==> src/rtl/pe_pkg.sv <==
// Shared definitions for the PE column sequencer: wire_connection codes,
// sequencer FSM states, default widths and a saturating counter helper.
package pe_pkg;

    // PE mode codes broadcast on wire_connection
    typedef enum logic [1:0] {
        WC_MAC   = 2'd0,
        WC_LOAD  = 2'd1,
        WC_CHAIN = 2'd2,
        WC_IDLE  = 2'd3
    } wc_e;

    // Sequencer FSM states
    typedef enum logic [2:0] {
        ST_IDLE  = 3'd0,
        ST_MAC   = 3'd1,
        ST_LOAD  = 3'd2,
        ST_CHAIN = 3'd3,
        ST_DRAIN = 3'd4,
        ST_DONE  = 3'd5
    } seq_state_e;

    localparam int DEF_WIDTH_DATA = 16;
    localparam int DEF_WIDTH_LEN  = 8;
    localparam int DEF_DRAIN_CYC  = 3;
    localparam int PERF_W         = 32;

    // Increment that sticks at all-ones instead of wrapping
    function automatic logic [PERF_W-1:0] sat_inc(input logic [PERF_W-1:0] v);
        return (v == {PERF_W{1'b1}}) ? v : v + {{(PERF_W-1){1'b0}}, 1'b1};
    endfunction

endpackage

==> src/rtl/pe_seq_beat_cnt.sv <==
// Loadable down-counter with a zero flag. Used once for the operand beat
// count and once for the drain window. The count stops at zero.
module pe_seq_beat_cnt
    import pe_pkg::*;
#(
    parameter int W = DEF_WIDTH_LEN
) (
    input  logic         i_clk,
    input  logic         i_rst_n,
    input  logic         i_load,
    input  logic [W-1:0] i_load_val,
    input  logic         i_dec,
    output logic         o_zero
);

    logic [W-1:0] r_cnt;

    // Load has priority over decrement; decrement never wraps below zero
    always_ff @(posedge i_clk or negedge i_rst_n) begin
        if (!i_rst_n) begin
            r_cnt <= '0;
        end else if (i_load) begin
            r_cnt <= i_load_val;
        end else if (i_dec && (r_cnt != '0)) begin
            r_cnt <= r_cnt - {{(W-1){1'b0}}, 1'b1};
        end
    end

    assign o_zero = (r_cnt == '0);

endmodule

==> src/rtl/pe_seq_ctrl.sv <==
// Sequencer for a column of pe_top instances sharing one wire_connection
// code. Takes a MAC or chain pass request plus an operand stream and emits
// registered PE codes and bus data, then a drain window and a done pulse.
//
// Handshake: an operand beat transfers on a rising clk edge where
// src_valid_i and src_ready_o are both high. src_ready_o depends only on
// the FSM state (high in MAC and CHAIN), never on src_valid_i.
//
// Optional build macro PE_SEQ_PERF_EN adds accepted-beat and stall-cycle
// counters (perf_beats_o, perf_stall_o).
module pe_seq_ctrl
    import pe_pkg::*;
#(
    parameter int WIDTH_DATA = DEF_WIDTH_DATA,
    parameter int WIDTH_LEN  = DEF_WIDTH_LEN,
    parameter int DRAIN_CYC  = DEF_DRAIN_CYC
) (
    input  logic                  clk,
    input  logic                  rst_n,
    input  logic                  start_i,
    input  logic                  mode_i,
    input  logic [WIDTH_LEN-1:0]  len_i,
    input  logic [WIDTH_DATA-1:0] weight_i,
    input  logic                  src_valid_i,
    output logic                  src_ready_o,
    input  logic [WIDTH_DATA-1:0] src_v_i,
    input  logic [WIDTH_DATA-1:0] src_h_i,
    input  logic [WIDTH_DATA-1:0] src_top_i,
    output logic [1:0]            wire_connection_o,
    output logic [WIDTH_DATA-1:0] v_bus_data_o,
    output logic [WIDTH_DATA-1:0] h_bus_data_o,
    output logic [WIDTH_DATA-1:0] top_data_o,
    output logic                  busy_o,
    output logic                  done_o,
    output logic [2:0]            dbg_state_o
`ifdef PE_SEQ_PERF_EN
    ,
    output logic [PERF_W-1:0]     perf_beats_o,
    output logic [PERF_W-1:0]     perf_stall_o
`endif
);

    // Drain counter only needs to hold DRAIN_CYC-1
    localparam int DRAIN_W = (DRAIN_CYC > 2) ? $clog2(DRAIN_CYC) : 1;

    seq_state_e            r_state;
    wc_e                   r_wire;
    logic [WIDTH_DATA-1:0] r_v;
    logic [WIDTH_DATA-1:0] r_h;
    logic [WIDTH_DATA-1:0] r_top;
    logic [WIDTH_DATA-1:0] r_weight;
    logic                  r_busy;
    logic                  r_done;

    logic w_ready;
    logic w_start_acc;
    logic w_beat_acc;
    logic w_beat_zero;
    logic w_beat_last;
    logic w_drain_zero;

    assign w_ready     = (r_state == ST_MAC) || (r_state == ST_CHAIN);
    // busy is still high during the done cycle, so a start there is dropped
    assign w_start_acc = (r_state == ST_IDLE) && start_i && !r_busy;
    assign w_beat_acc  = w_ready && src_valid_i;
    assign w_beat_last = w_beat_acc && w_beat_zero;

    // Beat counter holds (remaining beats - 1); zero marks the final beat
    pe_seq_beat_cnt #(.W(WIDTH_LEN)) u_beat_cnt (
        .i_clk      (clk),
        .i_rst_n    (rst_n),
        .i_load     (w_start_acc),
        .i_load_val (len_i - WIDTH_LEN'(1)),
        .i_dec      (w_beat_acc),
        .o_zero     (w_beat_zero)
    );

    // Drain counter is armed by the final beat and runs down in DRAIN
    pe_seq_beat_cnt #(.W(DRAIN_W)) u_drain_cnt (
        .i_clk      (clk),
        .i_rst_n    (rst_n),
        .i_load     (w_beat_last),
        .i_load_val (DRAIN_W'(DRAIN_CYC - 1)),
        .i_dec      (r_state == ST_DRAIN),
        .o_zero     (w_drain_zero)
    );

    // Pass FSM with registered PE code, bus data, busy and done
    always_ff @(posedge clk or negedge rst_n) begin
        if (!rst_n) begin
            r_state  <= ST_IDLE;
            r_wire   <= WC_IDLE;
            r_v      <= '0;
            r_h      <= '0;
            r_top    <= '0;
            r_weight <= '0;
            r_busy   <= 1'b0;
            r_done   <= 1'b0;
        end else begin
            r_done <= 1'b0;
            case (r_state)
                ST_IDLE: begin
                    r_wire <= WC_IDLE;
                    r_busy <= w_start_acc;
                    if (w_start_acc) begin
                        r_weight <= weight_i;
                        if (len_i == '0) begin
                            r_state <= ST_DONE;
                        end else if (mode_i) begin
                            r_state <= ST_LOAD;
                        end else begin
                            r_state <= ST_MAC;
                        end
                    end
                end
                ST_MAC: begin
                    if (src_valid_i) begin
                        r_wire <= WC_MAC;
                        r_v    <= src_v_i;
                        r_h    <= src_h_i;
                        if (w_beat_zero) begin
                            r_state <= ST_DRAIN;
                        end
                    end else begin
                        r_wire <= WC_IDLE;
                    end
                end
                ST_LOAD: begin
                    r_wire  <= WC_LOAD;
                    r_h     <= r_weight;
                    r_state <= ST_CHAIN;
                end
                ST_CHAIN: begin
                    if (src_valid_i) begin
                        r_wire <= WC_CHAIN;
                        r_h    <= src_h_i;
                        r_top  <= src_top_i;
                        if (w_beat_zero) begin
                            r_state <= ST_DRAIN;
                        end
                    end else begin
                        r_wire <= WC_IDLE;
                    end
                end
                ST_DRAIN: begin
                    r_wire <= WC_IDLE;
                    r_top  <= '0;
                    if (w_drain_zero) begin
                        r_state <= ST_DONE;
                    end
                end
                ST_DONE: begin
                    r_wire  <= WC_IDLE;
                    r_done  <= 1'b1;
                    r_state <= ST_IDLE;
                end
                default: begin
                    r_state <= ST_IDLE;
                end
            endcase
        end
    end

`ifdef PE_SEQ_PERF_EN
    logic [PERF_W-1:0] r_perf_beats;
    logic [PERF_W-1:0] r_perf_stall;

    // Accepted-beat and source-stall counters, cleared by each new pass
    always_ff @(posedge clk or negedge rst_n) begin
        if (!rst_n) begin
            r_perf_beats <= '0;
            r_perf_stall <= '0;
        end else if (w_start_acc) begin
            r_perf_beats <= '0;
            r_perf_stall <= '0;
        end else begin
            if (w_beat_acc) begin
                r_perf_beats <= sat_inc(r_perf_beats);
            end
            if (w_ready && !src_valid_i) begin
                r_perf_stall <= sat_inc(r_perf_stall);
            end
        end
    end

    assign perf_beats_o = r_perf_beats;
    assign perf_stall_o = r_perf_stall;
`endif

    assign src_ready_o       = w_ready;
    assign wire_connection_o = r_wire;
    assign v_bus_data_o      = r_v;
    assign h_bus_data_o      = r_h;
    assign top_data_o        = r_top;
    assign busy_o            = r_busy;
    assign done_o            = r_done;
    assign dbg_state_o       = r_state;

endmodule

==> config.mk <==
export PLATFORM = sky130hd
export DESIGN_NAME = pe_seq_ctrl
export DESIGN_NICKNAME = d
export VERILOG_FILES = /design/src/rtl/pe_pkg.sv /design/src/rtl/pe_seq_beat_cnt.sv /design/src/rtl/pe_seq_ctrl.sv
export SDC_FILE = /design/constraint.sdc
export NUM_CORES = 1
export LEC_CHECK = 0
export ABC_AREA = 1
export CORE_ASPECT_RATIO = 1.5
export CORE_MARGIN = 4
export CORE_UTILIZATION = 41
export CTS_CLUSTER_DIAMETER = 30
export DETAILED_ROUTE_END_ITERATION = 8
export PLACE_DENSITY = 0.78
export REMOVE_ABC_BUFFERS = 1
export SYNTH_ARGS = -nofsm -noshare
export SYNTH_HDL_FRONTEND = slang
export SYNTH_SLANG_ARGS = --single-unit
==> constraint.sdc <==
create_clock -name clk -period 1.7 [get_ports clk]
set_input_delay 0.34 -clock clk [delete_from_list [all_inputs] [get_ports clk]]
set_output_delay 0.34 -clock clk [all_outputs]
set_load 0.01 [all_outputs]
# Word level (Yosys, flattened, before mapping)
# Index checks and enable logic that the tools add are counted.
[op_classes]
add_sub_neg = 3
eq_ne = 10
mux = 19
n_reduce_logical = 26
[ops]
columns = ["operator", "n"]
rows = [
  ["$pmux 16 s2", 2],
  ["$mux 16", 2],
  ["$logic_not 8->1", 2],
  ["$mux 8", 2],
  ["$sub 8x1->8 const B", 2],
  ["$mux 3", 5],
  ["$pmux 3 s4", 1],
  ["$reduce_bool 2->1", 5],
  ["$mux 2", 4],
  ["$pmux 2 s4", 1],
  ["$reduce_and 2->1", 4],
  ["$reduce_bool 8->1", 1],
  ["$eq 3x2->1 const B", 2],
  ["$eq 3x3->1 const B", 2],
  ["$logic_and 1x1->1", 6],
  ["$ne 2x1->1 const B", 3],
  ["$ne 2x2->1 const B", 2],
  ["$reduce_and 4->1", 1],
  ["$reduce_bool 4->1", 1],
  ["$eq 3x1->1 const B", 1],
  ["$logic_not 3->1", 1],
  ["$reduce_or 3->1", 1],
  ["$logic_not 2->1", 1],
  ["$mux 1", 2],
  ["other kinds (4)", 4],
]
[word_totals]
regBits = 81
inputBits = 77
output_inout_bits = 56

# Longest topological paths before layout
# Gate-level depths: netlist of the first run.
[logic_depth]
ltp_word = 6
mapped_depth = 13

# Cells and area by module
# From an unflattened synthesis of the first run, not the netlist that was laid out.
[hier_totals]
hier_cells = 454
hier_area_um2 = 3940.0
[by_module_without_submodules]
columns = ["module", "instances", "cells_each", "area_each_um2", "seq_area_each_um2"]
rows = [
  ["pe_seq_ctrl", 1, 342, 3215.6, 1779.2],
  ["pe_seq_beat_cnt (u_beat_cnt)", 1, 93, 596.8, 200.2],
  ["pe_seq_beat_cnt (u_drain_cnt)", 1, 19, 127.6, 50.0],
]

# Least setup slack after synthesis of the first run
# OpenSTA, ideal clock, no wires.
[synth_path]
kind = "reg2reg"
startpoint = "register r_state[1], in the netlist dbg_state_o[1]"
endpoint = "register u_beat_cnt.r_cnt[6]"
setup_ps = 116
t_arrival_ps = 1593
required_time_ps = 1584
path_slack_ps = -10
path_stages_with_launch = 14
path_buffers = 0
path_cell_list = "dfrtp_1 > inv_2 > nand2_2 > nor2_4 > nand3_1 > nand2_1 > ha_1 > inv_1 > nor2_4 > nand3_1 > nand2_1 > nand2_1 > nand2_1 > nand2_1"
[synth_via]
elab_chain_len = 5
[synth_lines]
columns = ["item", "line_no", "source"]
rows = [
  ["from (decl)", "pe_seq_ctrl.sv:46", "seq_state_e r_state;"],
  ["from (signal assigned)", "pe_seq_ctrl.sv:91", "r_state <= ST_IDLE;"],
  ["from (signal assigned)", "pe_seq_ctrl.sv:108", "r_state <= ST_DONE;"],
  ["from (signal assigned)", "pe_seq_ctrl.sv:110", "r_state <= ST_LOAD;"],
  ["$eq 3x1->1 or $eq 3x2->1 (tied branches)", "pe_seq_ctrl.sv:62", "assign w_ready = (r_state == ST_MAC) || (r_state == ST_CHAIN);"],
  ["$logic_or 1x1->1", "pe_seq_ctrl.sv:62", ""],
  ["$logic_and 1x1->1", "pe_seq_ctrl.sv:65", "assign w_beat_acc = w_ready && src_valid_i;"],
  ["$logic_and 1x1->1", "pe_seq_beat_cnt.sv:24", "end else if (i_dec && (r_cnt != '0)) begin"],
  ["$reduce_bool 2->1 (no line)", "--", ""],
  ["to (signal assigned)", "pe_seq_beat_cnt.sv:23", "r_cnt <= i_load_val;"],
  ["to (signal assigned)", "pe_seq_beat_cnt.sv:25", "r_cnt <= r_cnt - {{(W-1){1'b0}}, 1'b1};"],
  ["to (decl)", "pe_seq_beat_cnt.sv:16", "logic [W-1:0] r_cnt;"],
]
# Parallel ways exist; a longest one is shown, timed or not.
# A chain may end at the register's enable or synchronous reset.

# Worst setup path after layout of the first run
[layout_path]
startpoint = "register r_state[1], in the netlist dbg_state_o[1]"
endpoint = "output dbg_state_o[1]"
[layout_rtl]
columns = ["item", "line_no", "source"]
rows = [
  ["to (decl)", "pe_seq_ctrl.sv:35", "output logic [2:0] dbg_state_o"],
]
# No word-level cell between the ends.

==> results.tsv, run 1 <==
stage	metric	value	unit
outcome	status	complete, no violations	
route	first_pass_iters	4	
grt	met1_usage	21.7	%
synthesis	synthAdderAreaFrac	0.656	%
grt	grt_start_max_net_pins	37	
hold_path	holdCritPathClass	in2async	
placement	hpwl	7.77	mm
synthesis	synth.mux.area_fraction	5.61	%
power	clockPowerShare	16.5	%
floorplanning	dieArea	0.0109	mm^2
flow_run	drv_cap	0	
sta	setup_viol	0	
power	p_sw	0.00416	W
cts	ctsRootBufferMaster	clkbuf_16	
placement	io_buffers	132	
cts	clock-sinks	81	
route	avgRoutedWirePerCell	14.4	um
sta	timing.final.crit_share	97.2	%
sta	maxSlewHeadroom	79.7	%
floorplanning	die_w	86.8	um
placement	gp_congestion	0.850	
worst_setup_path	r2r_setup_slack	0.06	ns
sta	clock_skew	0.00682	ns
route	num_vias	3533	
power	intPower	0.00690	W
worst_setup_path	critPathArrivalTime	1.31	ns
route	drt-total-wl	10.4	mm
synthesis	synth_warnings	0	
cells_and_area	post_route_cells_drive_above_1_share	19.1	%
synthesis	synthXorXnorAreaFrac	0	%
grt	met2_usage	34.7	%
sta	fin_crit	1.65	ns
grt	antenna_found_initial	0	
cells_and_area	syn2layout_area_growth	55.7	%
grt	grt.met3_usage	4.12	%
grt	grt_pass1_vias	3685	
synthesis	syn_area	0.00381	mm^2
sta	drv_slew	0	
grt	grt-ovfl-total	0	
power	ir_worst_vdd	0.950	mV
sta	tns	0	ns
synthesis	yosys.area_share.simple	28.4	%
power	netSwitchingFraction	37.6	%
cts	cts_buffer_depth	2	
sta	hold_ws	0.444	ns
cts	clk_pin_slew	0.06	ns
route	drc	0	
worst_setup_path	r2r_cells	12	
floorplanning	floorplan.initialDensity	42.7	%
floorplanning	num_rows	42	
floorplanning	core_area	0.00893	mm^2
worst_setup_path	timing.critical_path.from	dbg_state_o[1]	
synthesis	synth_compound_area_share	5.81	%
cts	cts_tree	done	
sta	fmax	605	MHz
synthesis	yosysSeqAreaShare	53.2	%
worst_setup_path	critPathMaxFanout	11	
worst_setup_path	path_class	reg2out	
floorplanning	die_h	126	um
synthesis	yosys_register_bits	81	
synthesis	ys_types	31	
sta	hold_violations	0	
cts	cts_max_level	3	
route	via_per_inst	4.93	
grt	grt_busiest_layer	met2	
power	combinationalPowerShare	52.7	%
route	drt-initial-drc-count	187	
route	ant_nets	0	
worst_setup_path	crit_required	1.36	ns
power	power_density	1860	mW/mm^2
worst_setup_path	endpoint_kind	output pin	
synthesis	syn_inst	436	
floorplanning	ioPinCount	133	
power	power_leakage	2.83	nW
power	p_seq_share	30.8	%
grt	grt_pass1_wl	16.9	mm
cts	cts_buffers	9	
grt	grt_use_total	19.5	%
synthesis	synth_area_per_cell	8.75	um^2
cts	clkLatencyLatePin	0.34	ns
synthesis	synth_top_family_by_area	simple AND/OR/NAND/NOR gates	
cells_and_area	diodes	0	
cells_and_area	num-nets-final	681	
worst_setup_path	crit_path_end	dbg_state_o[1]	
worst_setup_path	worstReg2RegStart	dbg_state_o[2]	
sta	rsz0062_at_grt	yes	
worst_setup_path	r2r-end	u_beat_cnt.r_cnt[6]	
sta	worstMarginPinSlew	0.305	ns
worst_setup_path	start_kind	flip-flop	
timing repair:
item	CTS	global route
buffers inserted	5	4
pin swaps	5	15
gates resized for setup	21	24
setup endpoints to repair	10	25
hold endpoints to repair	19	0
hold buffers	1	0
how the worst min path moves through the flow:
| stage | from | to | slack (ns) | cells past startpoint |
|---|---|---|---|---|
| after floorplan | rst_n | busy_o | 0.04 | 0 |
| after global placement | rst_n | v_bus_data_o[8] | 0.25 | 1 |
| after detailed placement | rst_n | v_bus_data_o[8] | 0.25 | 1 |
| after CTS | rst_n | v_bus_data_o[8] | 0.43 | 2 |
| after global routing | rst_n | v_bus_data_o[8] | 0.48 | 2 |
| final | rst_n | v_bus_data_o[10] | 0.44 | 2 |
cells in the mapped netlist, drive strengths merged:
cell | n | area share [%]
dfrtp | 79 | 52
nand3 | 46 | 6.2
inv | 35 | 3.5
dfstp | 2 | 1.4
buf | 13 | 2.2
a21oi | 3 | 0.49
ha | 2 | 0.66
o31ai | 2 | 0.39
nand2 | 157 | 16
o21ai | 14 | 1.9
nand4 | 10 | 1.6
nor3 | 2 | 0.26
o21a | 1 | 0.20
a31oi | 17 | 2.8
nor2 | 31 | 4.4
clkbuf | 6 | 0.59
mux2 | 16 | 5.6
final cells by class:
cell class | instances | area [um^2]
Sequential cell | 81 | 2030
Timing Repair Buffer | 174 | 1700
Clock inverter | 3 | 23.8
Inverter | 35 | 143
Tap cell | 110 | 138
Fill cell | 741 | 2990
Clock buffer | 13 | 260
Multi-Input combinational cell | 301 | 1640
per-layer routing:
layer | wire length [um] | up-vias | part of all wire (%)
li1 | - | 1750 | -
met1 | 4000 | 1648 | 39
met2 | 5450 | 107 | 53
met3 | 565 | 28 | 5.5
met4 | 347 | 0 | 3.3
met5 | 0 | - | 0
through the flow:
step	worst slack, ns	util [%]	instances	area [um^2]	total power (W)
2_1_floorplan	-0.533	-	417	3710	0.00614
3_3_place_gp	-0.380	61.0	692	5450	0.00873
3_5_place_dp	-0.430	61.0	692	5450	0.00888
4_1_cts	-0.0191	65.1	714	5820	0.0109
5_1_grt	-0.0730	66.5	717	5940	0.0119
6_report	0.0473	66.5	717	5940	0.0111
critical path, cell delays in order (launching register included):
cell,delay (ns)
dfrtp_2,0.40
buf_4,0.13
buf_4,0.16
dlygate4sd2_1,0.29
power groups by stage:
stage / clock network (W) / registers (W) / logic, W
2_1_floorplan: 0 / 0.00373 / 0.00241
3_3_place_gp: 0 / 0.00340 / 0.00533
6_report: 0.00183 / 0.00340 / 0.00583
3_5_place_dp: 0 / 0.00345 / 0.00543
4_1_cts: 0.00187 / 0.00340 / 0.00561
5_1_grt: 0.00195 / 0.00353 / 0.00644
state kept, by name, summed over array words and instances (netlist names):
name               flops
u_drain_cnt.r_cnt      2
h_bus_data_o          16
busy_o                 1
dbg_state_o            3
r_weight              16
v_bus_data_o          16
top_data_o            16
wire_connection_o      2
u_beat_cnt.r_cnt       8
done_o                 1
cells by family after synthesis:
| group | count (synthesis) |
|---|---|
| DFF | 81 |
| buffers and inverters | 54 |
| muxes | 16 |
| and+or+nand+nor | 246 |
| adders and majority gates | 2 |
| AOI/OAI and AO/OA | 37 |
cell usage in the layout, fill, tap and decap left out, types with 2 or more instances in the layout:
| cell type | Yosys | layout |
|---|---|---|
| a31oi_1 | 17 | 17 |
| buf_6 | 3 | 4 |
| mux2_4 | 9 | 9 |
| mux2_2 | 7 | 7 |
| nand3_1 | 45 | 40 |
| nor2_1 | 23 | 21 |
| o21ai_1 | 3 | 3 |
| dlygate4sd2_1 | 0 | 7 |
| nand2_4 | 2 | 4 |
| clkdlybuf4s50_1 | 0 | 123 |
| inv_4 | 1 | 3 |
| o21ai_0 | 10 | 10 |
| clkbuf_8 | 0 | 2 |
| nand2_1 | 153 | 146 |
| nand2_2 | 2 | 7 |
| clkinvlp_4 | 0 | 3 |
| nand3_2 | 1 | 5 |
| nor2_4 | 6 | 10 |
| clkbuf_16 | 0 | 9 |
| dfstp_2 | 2 | 2 |
| inv_1 | 30 | 27 |
| nor3_1 | 2 | 2 |
| o31ai_1 | 2 | 2 |
| nand4_1 | 10 | 10 |
| buf_4 | 1 | 33 |
| buf_12 | 0 | 5 |
| clkbuf_1 | 6 | 2 |
| dfrtp_2 | 0 | 3 |
| a21oi_1 | 2 | 2 |
| inv_2 | 4 | 4 |
| dfrtp_1 | 79 | 76 |
Power figures use the tool's default switching activity.
==> run 2: changes to the inputs <==
--- a/config.mk
+++ b/config.mk
@@ -6,12 +6,14 @@
 export NUM_CORES = 1
 export LEC_CHECK = 0
 export ABC_AREA = 1
+export CELL_PAD_IN_SITES_DETAIL_PLACEMENT = 2
+export CELL_PAD_IN_SITES_GLOBAL_PLACEMENT = 2
 export CORE_ASPECT_RATIO = 1.5
 export CORE_MARGIN = 4
-export CORE_UTILIZATION = 41
+export CORE_UTILIZATION = 23
 export CTS_CLUSTER_DIAMETER = 30
 export DETAILED_ROUTE_END_ITERATION = 8
-export PLACE_DENSITY = 0.78
+export PLACE_DENSITY = 0.84
 export REMOVE_ABC_BUFFERS = 1
 export SYNTH_ARGS = -nofsm -noshare
 export SYNTH_HDL_FRONTEND = slang
==> run 2 against run 1 <==
Effect of this change: wire length up 44%; the flow now finishes with violations (setup timing); largest cell class unchanged; final cell count is 15% higher; sequential share of layout area is 1.5 points lower; global-route usage down 4.2 points; first-iteration DRC count decreased by 26%; critical endpoint is now u_beat_cnt.r_cnt[6].
==> results.tsv, run 2 (same netlist as run 1, synthesis figures left out) <==
stage	metric	value	unit
cells_and_area	final_common_cell	nand2_1	
worst_setup_path	endpoint_kind	flip-flop	
power	power_density	1950	mW/mm^2
cells_and_area	num-nets-final	689	
cells_and_area	post-route-util	38.2	%
worst_setup_path	path_class	reg2reg	
route	ant_nets	0	
power	combinationalPowerShare	54.5	%
route	drc	0	
floorplanning	num_rows	57	
outcome	violations	setup timing	
cells_and_area	final_cell_mix	141 x nand2_1, 123 x clkdlybuf4s50_1, 76 x dfrtp_1, 43 x nand3_1, 38 x buf_4	
flow_run	drv_cap	0	
route	drt-initial-drc-count	138	
sta	hold_violations	0	
grt	grt_pass1_vias	4359	
power	p_sw	0.00481	W
cts	cts_tree	done	
worst_setup_path	cp_cell_sequence	nor2_4, nand3_4, buf_4, nand2_1, nand2_1, nor2_2, nand3_2, nand2_2, nand2_2, nand2_2, nand2_1	
floorplanning	floorplan.initialDensity	23.5	%
cells_and_area	post_route_cells_drive_above_1_share	22.3	%
worst_setup_path	crit_slowest_cell	dfrtp_2	
worst_setup_path	start_kind	flip-flop	
cells_and_area	layoutNonFillerInstCount	821	
worst_setup_path	max_stage_delay	0.45	ns
grt	antenna_found_initial	0	
placement	hpwl	10.7	mm
sta	maxSlewHeadroom	71.9	%
placement	dp.cells	788	
power	p_seq_share	28.7	%
sta	fin_crit	1.77	ns
grt	grt_pass1_wl	23.1	mm
route	via_per_inst	4.58	
grt	grt_start_max_net_pins	42	
sta	worstMarginPinSlew	0.418	ns
cts	ctsRootBufferMaster	clkbuf_16	
sta	setup_viol	3	
sta	drv_slew	0	
power	netSwitchingFraction	39.8	%
cts	cts_max_level	3	
worst_setup_path	crit_required	1.93	ns
sta	layout_setup_ws	-0.0742	ns
placement	gp_congestion	0.832	
cells_and_area	design_area	0.00622	mm^2
cts	cts_buffers	9	
cts	clk_pin_slew	0.07	ns
route	first_pass_iters	4	
sta	timing.final.crit_share	104	%
floorplanning	dieArea	0.0188	mm^2
floorplanning	core_area	0.0163	mm^2
floorplanning	die_h	166	um
floorplanning	die_w	113	um
cts	clock-sinks	81	
route	avgRoutedWirePerCell	18.2	um
route	drt-total-wl	14.9	mm
cts	clkLatencyLatePin	0.34	ns
floorplanning	ioPinCount	133	
placement	pre_cts_ws	-0.530	ns
worst_setup_path	critPathArrivalTime	2.00	ns
cells_and_area	syn2layout_area_growth	63.0	%
cells_and_area	diodes	0	
grt	grt_use_total	15.3	%
cts	cts_buffer_depth	2	
sta	fmax	564	MHz
power	power	0.0121	W
placement	placed_cell_area	0.00557	mm^2
placement	io_buffers	132	
power	ir_worst_vdd	0.668	mV
power	clockPowerShare	16.9	%
worst_setup_path	critPathMaxFanout	9	
hold_path	holdCritPathClass	in2async	
grt	grt-ovfl-total	0	
sta	clock_skew	0.0118	ns
route	num_vias	3760	
power	intPower	0.00728	W
sta	rsz0062_at_grt	yes	
power	power_leakage	2.91	nW
outcome	status	complete, but fails checks	
run 2: per-stage QoR:
step | hold WS, ns | setup TNS (ns)
after detailed placement | 0.223 | -10.12
final | 0.410 | -0.0944
after global placement | 0.225 | -7.17
after global routing | 0.434 | -0.930
after floorplan | 0.0444 | -13.96
after CTS | 0.401 | -0.221
run 2: layout make-up:
class | count | area, um^2
flip-flops and latches | 81 | 2030
well taps | 206 | 258
clock inverters | 6 | 72.6
repair buffers | 182 | 1800
fillers | 1822 | 10000
clock buffers | 10 | 239
multi-input cells | 301 | 1680
inverters | 35 | 143
run 2: repair_timing:
item	CTS	global route
buffers inserted	7	7
gates resized for setup	33	34
cloned	0	2
hold buffers	1	0
endpoints found under the hold margin	12	0
pin swaps	6	17
setup endpoints to repair	26	43
run 2: final timing paths:
check	from	to	slack, ns	depth (start not counted)
setup / recovery	dbg_state_o[0]	u_beat_cnt.r_cnt[6]	-0.07	11
hold / removal	rst_n	top_data_o[4]	0.41	2
setup reg to reg	dbg_state_o[0]	u_beat_cnt.r_cnt[6]	-0.07	11
hold reg to reg	wire_connection_o[1]	wire_connection_o[1]	0.48	2
max in group asynchronous	rst_n	wire_connection_o[1]	0.73	3
min in group clk	wire_connection_o[1]	wire_connection_o[1]	0.48	2
run 2: power groups by stage:
stage	Sequential, W	Combinational (W)	Clock, W
global placement	0.00342	0.00548	0
CTS	0.00348	0.00605	0.00212
floorplan	0.00373	0.00241	0
detailed placement	0.00350	0.00576	0
global route	0.00361	0.00722	0.00220
finish	0.00347	0.00659	0.00204
run 2: worst max-delay path: cells and delay by family (launching register included):
kind,cells,cell delay [ns]
simple gates,10,1.04
buf+inv,1,0.19
flops,1,0.45
run 2: per-layer routing:
| layer | routed length, um | share of wire, % | vias up | GRT usage, % |
|---|---|---|---|---|
| met4 | 268 | 1.8 | 0 | 4.39 |
| met1 | 5660 | 38 | 1882 | 16.6 |
| met3 | 476 | 3.2 | 20 | 2.33 |
| met5 | 0 | 0 | - | 0 |
| li1 | - | - | 1765 | - |
| met2 | 8530 | 57 | 93 | 29.9 |
==> run 3: changes to the inputs <==
--- a/config.mk
+++ b/config.mk
@@ -15,6 +15,7 @@
 export DETAILED_ROUTE_END_ITERATION = 8
 export PLACE_DENSITY = 0.84
 export REMOVE_ABC_BUFFERS = 1
+export SKIP_CTS_REPAIR_TIMING = 1
 export SYNTH_ARGS = -nofsm -noshare
 export SYNTH_HDL_FRONTEND = slang
 export SYNTH_SLANG_ARGS = --single-unit
==> run 3 against run 2 <==
Effect of this change: the run still ends with setup timing left; utilization is 0.37 points lower; final area fell by 0.97%; total power shrank 2.4%; clock skew fell by 0.0030 ns; die area stayed put; sequential share of layout area rose by 0.32 points; global-route usage fell by 0.39 points; combinational power decreased by 4.7%; sequential power hardly changed; critical path depth increased by 1; via count is 0.16% lower; largest cell class unchanged; largest power group unchanged.
==> results.tsv, run 3 (same netlist as run 1, synthesis figures left out) <==
stage	metric	value	unit
grt	grt-ovfl-total	0	
worst_setup_path	path_class	reg2reg	
cts	cts_buffers	9	
worst_setup_path	worstReg2RegStart	dbg_state_o[0]	
cells_and_area	num-fill-cells	1826	
route	via_per_inst	4.59	
cells_and_area	syn2layout_area_growth	61.4	%
cts	clkLatencyLatePin	0.34	ns
cts	ctsRootBufferMaster	clkbuf_16	
worst_setup_path	r2r_cells	12	
power	power_density	1920	mW/mm^2
floorplanning	floorplan.initialDensity	23.5	%
cells_and_area	diodes	0	
cts	cts_max_level	3	
cells_and_area	final_common_cell	nand2_1	
sta	tns	-0.0275	ns
cells_and_area	post_route_cells_drive_above_1_share	19.8	%
cts	clk_pin_slew	0.07	ns
placement	gp_congestion	0.832	
sta	layout_setup_ws	-0.0163	ns
power	combinationalPowerShare	53.2	%
worst_setup_path	r2r-end	u_beat_cnt.r_cnt[6]	
grt	grt_pass1_wl	22.6	mm
power	clockPowerShare	17.3	%
grt	grt_use_total	14.9	%
power	netSwitchingFraction	39.2	%
sta	timing.final.crit_share	101	%
outcome	violations	setup timing	
sta	drv_slew	0	
floorplanning	core_area	0.0163	mm^2
sta	fin_crit	1.72	ns
placement	pre_cts_ws	-0.530	ns
sta	maxSlewHeadroom	80.2	%
worst_setup_path	critPathArrivalTime	1.95	ns
sta	worstMarginPinSlew	0.294	ns
power	intPower	0.00717	W
route	num_vias	3754	
sta	fmax	583	MHz
sta	rsz0062_at_grt	yes	
grt	antenna_found_initial	0	
sta	hold_ws	0.408	ns
route	first_pass_iters	4	
placement	io_buffers	132	
outcome	status	complete, but fails checks	
power	ir_worst_vdd	0.700	mV
route	avgRoutedWirePerCell	17.7	um
grt	grt_pass1_vias	4302	
sta	clock_skew	0.00881	ns
route	drt-initial-drc-count	119	
worst_setup_path	critPathMaxFanout	6	
route	ant_nets	0	
power	p_seq_share	29.4	%
floorplanning	num_rows	57	
worst_setup_path	r2r_setup_slack	-0.02	ns
worst_setup_path	endpoint_kind	flip-flop	
sta	setup_viol	2	
sta	hold_violations	0	
floorplanning	die_h	166	um
route	drt-total-wl	14.4	mm
cells_and_area	num-nets-final	685	
placement	hpwl	10.7	mm
hold_path	holdCritPathClass	in2async	
power	power_leakage	2.93	nW
cts	cts_tree	done	
flow_run	drv_cap	0	
cells_and_area	final_cell_mix	146 x nand2_1, 123 x clkdlybuf4s50_1, 76 x dfrtp_1, 43 x nand3_1, 32 x buf_4	
floorplanning	dieArea	0.0188	mm^2
cts	cts_buffer_depth	2	
worst_setup_path	crit_required	1.93	ns
cells_and_area	layoutNonFillerInstCount	817	
power	p_sw	0.00463	W
cts	clock-sinks	81	
worst_setup_path	start_kind	flip-flop	
route	drc	0	
placement	dp.cells	788	
floorplanning	die_w	113	um
grt	grt_start_max_net_pins	42	
floorplanning	ioPinCount	133	
[run 3: critical path: stages (launching register included)]
cell and delay (ns):
dfrtp_2 0.45, nor2_4 0.19, nand3_4 0.14, nand2_1 0.10, nand2_2 0.08, ha_4 0.17
inv_2 0.06, nor2_4 0.05, buf_4 0.13, nand2_1 0.07, nand2_1 0.06, nand2_1 0.06
nand2_1 0.05
[run 3: through the flow]
stage / total power, W / area (um^2) / util (%)
after CTS: 0.0114 / 5880 / 36.2
after detailed placement: 0.00926 / 5570 / 34.2
after floorplan: 0.00614 / 3710 / -
final: 0.0118 / 6160 / 37.9
after global routing: 0.0127 / 6160 / 37.9
after global placement: 0.00890 / 5570 / 34.2
[run 3: final cells by class]
| cell class | count | area, um^2 | share of cell area, % |
|---|---|---|---|
| flip-flops and latches | 81 | 2030 | 33.0 |
| inverters | 35 | 143 | 2.32 |
| clock inverters | 6 | 72.6 | 1.18 |
| repair buffers | 178 | 1780 | 29.0 |
| multi-input cells | 301 | 1630 | 26.5 |
| well taps | 206 | 258 | 4.19 |
| clock buffers | 10 | 239 | 3.88 |
[run 3: power groups by stage]
stage                     combinational (W)  sequential [W]  clock, W
after detailed placement            0.00576         0.00350         0
after CTS                           0.00581         0.00348   0.00212
after floorplan                     0.00241         0.00373         0
final                               0.00628         0.00347   0.00205
after global routing                0.00691         0.00361   0.00220
after global placement              0.00548         0.00342         0
[run 3: worst max path at each step]
stage / start / end / slack, ns
2_1_floorplan: busy_o / u_beat_cnt.r_cnt[4] / -0.53
3_3_place_gp: start_i / u_beat_cnt.r_cnt[2] / -0.44
3_5_place_dp: start_i / u_beat_cnt.r_cnt[2] / -0.53
4_1_cts: dbg_state_o[1] / dbg_state_o[1] / -0.34
5_1_grt: dbg_state_o[0] / u_beat_cnt.r_cnt[6] / -0.17
6_report: dbg_state_o[0] / u_beat_cnt.r_cnt[6] / -0.02
[run 3: routing by layer]
| layer | wire, um | vias up | global-route usage (%) |
|---|---|---|---|
| met5 | 0 | - | 0 |
| met4 | 295 | 0 | 4.50 |
| met3 | 465 | 20 | 2.11 |
| met2 | 8260 | 92 | 29.3 |
| met1 | 5410 | 1890 | 16.1 |
| li1 | - | 1752 | - |
